$ cat config.mk
export PLATFORM = sky130hd
export DESIGN_NAME = reg_dump_seq
export DESIGN_NICKNAME = d
export VERILOG_FILES = /design/src/rtl/program_checker_reg_dump_seq.sv
export SDC_FILE = /design/constraint.sdc
export NUM_CORES = 1
export LEC_CHECK = 0
export ABC_AREA = 1
export CAP_MARGIN = 20
export CORE_MARGIN = 2
export CORE_UTILIZATION = 30
export CTS_BUF_LIST = sky130_fd_sc_hd__clkbuf_16
export DETAILED_ROUTE_END_ITERATION = 6
export PLACE_DENSITY_LB_ADDON = 0.1
export SLEW_MARGIN = 20
export SYNTH_ARGS = -nofsm -noshare
export SYNTH_HDL_FRONTEND = slang
export SYNTH_SLANG_ARGS = --single-unit
$ cat constraint.sdc
create_clock -name clk -period 1.95 [get_ports clk]
set_input_delay 0.4875 -clock clk [delete_from_list [all_inputs] [get_ports clk]]
set_output_delay 0.4875 -clock clk [all_outputs]
set_load 0.1 [all_outputs]
$ cat src/rtl/program_checker_reg_dump_seq.sv
// Register-file snapshot sequencer: walks the debug read address from 0 to
// NUM_REGS-1 while enabled and streams each read value one cycle later.
module reg_dump_seq #(
  parameter int XLEN     = 32,
  parameter int NUM_REGS = 32,
  localparam int REG_AW  = $clog2(NUM_REGS)
) (
  input  logic              clk,
  input  logic              rst,
  input  logic              en,
  output logic [REG_AW-1:0] i_debug_addr,
  input  logic [XLEN-1:0]   o_debug_data,
  output logic              dump_valid,
  output logic [REG_AW-1:0] dump_idx,
  output logic [XLEN-1:0]   dump_data,
  output logic              seq_done
);

  localparam logic [REG_AW-1:0] LAST = REG_AW'(NUM_REGS - 1);

  logic              issue;
  logic [REG_AW-1:0] ptr_q, ptr_d;
  logic              fin_q, fin_d;
  logic              vld_q, vld_d;
  logic [REG_AW-1:0] idx_q, idx_d;
  logic [XLEN-1:0]   data_q, data_d;

  // Advance the read pointer once per enabled cycle until the last register is issued.
  always_comb begin
    issue  = en && !fin_q;
    ptr_d  = ptr_q;
    fin_d  = fin_q;
    if (!en) begin
      ptr_d = '0;
      fin_d = 1'b0;
    end else if (issue) begin
      if (ptr_q == LAST) begin
        ptr_d = '0;
        fin_d = 1'b1;
      end else begin
        ptr_d = ptr_q + 1'b1;
      end
    end
    vld_d  = issue;
    idx_d  = issue ? ptr_q : '0;
    data_d = issue ? o_debug_data : '0;
  end

  // Pointer state and the registered capture of the combinational read port.
  always_ff @(posedge clk) begin
    if (rst) begin
      ptr_q  <= '0;
      fin_q  <= 1'b0;
      vld_q  <= 1'b0;
      idx_q  <= '0;
      data_q <= '0;
    end else begin
      ptr_q  <= ptr_d;
      fin_q  <= fin_d;
      vld_q  <= vld_d;
      idx_q  <= idx_d;
      data_q <= data_d;
    end
  end

  assign i_debug_addr = issue ? ptr_q : '0;
  assign dump_valid   = vld_q;
  assign dump_idx     = idx_q;
  assign dump_data    = data_q;
  // High during the final beat so the owner can leave its dump state next edge.
  assign seq_done     = vld_q && (idx_q == LAST);

endmodule

### After elaboration in Yosys (flattened, before gate mapping)

Index checks and enable logic that the tools add are counted.

| word-level totals | value |
|---|---|
| input port bits | 35 |
| output and inout bits | 44 |
| register bits | 44 |

| operators by class | value |
|---|---|
| reduce and logical (&&, ||, !) cells | 6 |
| add/subtract/negate cells | 1 |
| equality and inequality tests | 2 |
| bitwise gates (word level) | 2 |
| mux-type cells | 2 |

Operators by type and width:

| kind | count |
|---|---|
| $eq A5 B5 Y1 const B | 2 |
| $mux W5 | 2 |
| $add A5 B1 Y5 const B | 1 |
| $reduce_or A2 Y1 | 2 |
| $logic_and A1 B1 Y1 | 2 |
| $not A1 Y1 | 2 |
| $reduce_and A2 Y1 | 1 |
| $logic_not A1 Y1 | 1 |

### Longest topological paths before layout

| logic depth | value |
|---|---|
| depth after elaboration | 4 |
| mapped depth | 7 |
| mapped depth without buffers | 7 |

### Worst setup path after synthesis

No wires, ideal clock.

| timing | value |
|---|---|
| kind | register to output |
| from | register vld_q (netlist: dump_valid) |
| to | output seq_done |
| arrival | 2.400 ns |
| required time | 1.462 ns |
| path slack | -0.938 ns |
| cell stages (with the launch flop) | 3 |
| cell sequence | dfxtp_1 > nand4_1 > nor2_1 |

| on the way | value |
|---|---|
| word-level cells in the longest chain between the ends | 1 |

RTL lines:

| element | RTL line | text |
|---|---|---|
| start: declaration | 24 | `logic vld_q, vld_d;` |
| start signal: assignment | 60 | `vld_q <= vld_d;` |
| $logic_and A1 B1 Y1 | 71 | `assign seq_done = vld_q && (idx_q == LAST);` |
| end: declaration | 16 | `output logic seq_done` |

Every way passes these cells.

### Worst setup path after layout

| timing | value |
|---|---|
| from | input en |
| to | output i_debug_addr[3] |

| on the way | value |
|---|---|
| word-level cells in the longest chain between the ends | 2 |

RTL lines:

| element | RTL line | text |
|---|---|---|
| start: declaration | 10 | `input logic en,` |
| $logic_and A1 B1 Y1 | 30 | `issue = en && !fin_q;` |
| $mux W5 | 66 | `assign i_debug_addr = issue ? ptr_q : '0;` |
| end: declaration | 11 | `output logic [REG_AW-1:0] i_debug_addr,` |

Every way passes these cells.

==> impl_metrics.tcl <==
set metrics [dict create \
    outcome "completed" \
    synth_area_leaders "dfxtp_1 56%, inv_1 10%, nor2_4 8.7%, nor2_2 7.2%, nor2_1 4.6%" \
    drt-total-wl_mm 3.146 \
    grt-ovfl-total 0 \
    synthesis.nets 199 \
    routed_via_density 3.755 \
    firstDrtPassIters 4 \
    critical_path.endpoint_type "primary output" \
    tritoncts "done" \
    crit_path_start_kind "primary input" \
    ys_types 18 \
    critPathKind "in2out" \
    yosys_warnings 0 \
    fillers 509 \
    cap_violations 0 \
    irDropWorstVdd_uv 439.5 \
    grt_usage_pct 11.74 \
    slew_violations 0 \
    yosys-mux-area-fraction_pct 0 \
    vias 1209 \
    finalCritPeriodShare_pct 88.33 \
    die_w_um 76.12 \
    clk_latency_ns 0.28 \
    clkTransAtPathRegs_ns 0.06 \
    drtIter0Drc 13 \
    grt_antenna_before_repair 0 \
    synth-xor-area-share_pct 0 \
    cts_post_setup_buffers_inserted 0 \
    die_h_um 76.12 \
    root_buffer "clkbuf_16" \
    grt_pass1_wl_mm 5.395 \
    leakagePower_nw 1.249 \
    synth_compound_area_share_pct 1.925 \
    rows 26 \
    yosys.area.top_type "dfxtp_1" \
    grt_setup_unrepaired "false" \
    seq_area_um2 880.8 \
    diodes 0 \
    gp_congestion 0.7913 \
    relSlewSlack_pct 81.25 \
    worst_pin_slew_ns 0.2835 \
    critPathMaxFanout 6 \
    dpl_cell_area_um2 2517 \
    synthAdderAreaFrac_pct 1.604 \
    period_needed_ns 1.722 \
    finalHoldViolCount 0 \
    io_pins 79 \
    cts_num_sinks 44 \
    postRouteAntennaNets 0 \
    timing.hold.ws_ns 0.5056 \
    cts_buffers 5 \
    die_area_um2 5793 \
    synth_cells 162 \
    min-delay-start "ptr_q[3]" \
    drc 0 \
    netlist.area_leader.share_pct 56.46 \
    synth_seq_cells 44 \
    ys_seq_area_share_pct 56.46 \
    avgSynthCellArea_um2 9.631 \
    multi_input_area_um2 476.7 \
    grt_max_degree 14 \
    fin_area_um2 2693 \
    core_um2 5075 \
    cts_buffer_depth 2 \
    hold_path.class "reg2reg" \
    skew_ns 0.004766 \
    io_buffers 78 \
    grt_pass1_vias 1138 \
    rrSetupSlack_ns 0.57 \
    fin_nets 288 \
    critPathRequiredTime_ns 1.46 \
    syn_area_um2 1560 \
    arrival_ns 1.23 \
    start_util_pct 30.74 \
    wl_per_cell_um 9.770 \
    setup-tns-final_ns 0 \
    setup_viol 0 \
    dp_hpwl_mm 2.462 \
    power_density_nw_per_um2 851.3 \
    yosys.area_share.simple_pct 25.58 \
    crit_path_start "en" \
    synth_top_family_by_area "simple AND/OR/NAND/NOR gates" \
    htreeDepth 2 \
    fmax_mhz 580.6 \
    r2r-start "ptr_q[0]" \
    layout-drive-gt1-share_pct 38.49 \
    area_growth_pct 72.57 \
    layout_common_cells "44 x inv_1, 44 x dfxtp_1, 36 x buf_4" \
]
[cells in the mapped netlist]
master	n
dfxtp_1	44
inv_1	43
nor2_1	19
nor2_2	18
nor2_4	12
nand2_1	6
a21oi_1	3
o21ai_0	3
buf_12	2
ha_1	2
nand3_1	2
nor3_1	2
buf_6	1
inv_2	1
inv_6	1
nand2_4	1
nand4_1	1
nor2_8	1
[cell type report]
class                   count  area share (%)
repair buffers             85           33.78
flip-flops and latches     44           32.71
multi-input cells          70           17.70
inverters                  45           6.459
clock buffers               5           4.647
well taps                  70           3.253
clock inverters             3           1.441
[final timing paths]
path	end	cells after the start
max	i_debug_addr[3]	4
min	ptr_q[3]	2
max reg2reg	ptr_q[4]	6
min reg2reg	ptr_q[3]	2
[layer usage]
layer	vias up	GRT usage, %	share of wire, %
li1	634	-	-
met1	531	14.06	43
met2	38	19.11	49
met3	6	4.265	6.2
met4	0	4.909	1.5
met5	-	0	0
[cell families after synthesis]
| kind of cell | after synthesis |
|---|---|
| buf+inv | 48 |
| fa+ha+maj | 2 |
| flops | 44 |
| compound gates | 6 |
| simple gates | 62 |
[stage by stage]
step / setup slack [ns] / cells / power, mW / util [%]
after floorplan: -0.3787 / 162 / 1.260 / -
after global placement: -0.04000 / 314 / 1.404 / 49.61
after detailed placement: -0.08986 / 314 / 1.405 / 49.61
after CTS: 0.2176 / 322 / 2.330 / 53.06
after global routing: 0.1691 / 322 / 2.390 / 53.06
final: 0.2276 / 322 / 2.292 / 53.06
[registers in the layout, indices dropped and copies added (netlist names)]
register and count:
dump_data 32, dump_idx 5, dump_valid 1, fin_q 1
ptr_q 5
[worst max-delay path: stages]
cell and delay [ns]:
dlygate4sd2_1 0.28, nand2_4 0.11, nor2_2 0.16, buf_12 0.19
[power by group]
part	total [mW]	internal, mW	switching [mW]	leakage [nW]
clock	0.909	0.596	0.313	0.0850
combinational	0.443	0.142	0.301	0.804
sequential	0.940	0.930	0.0105	0.360
total	2.29	1.67	0.624	1.25
[timing repair]
| item | 4_1_cts | 5_1_grt |
|---|---|---|
| resized for setup | 5 | 0 |
| endpoints found under the hold margin | 0 | 0 |
| hold buffers | 0 | 0 |
| setup endpoints to repair | 4 | 0 |
Note: power is estimated with default switching activity, not from simulation.
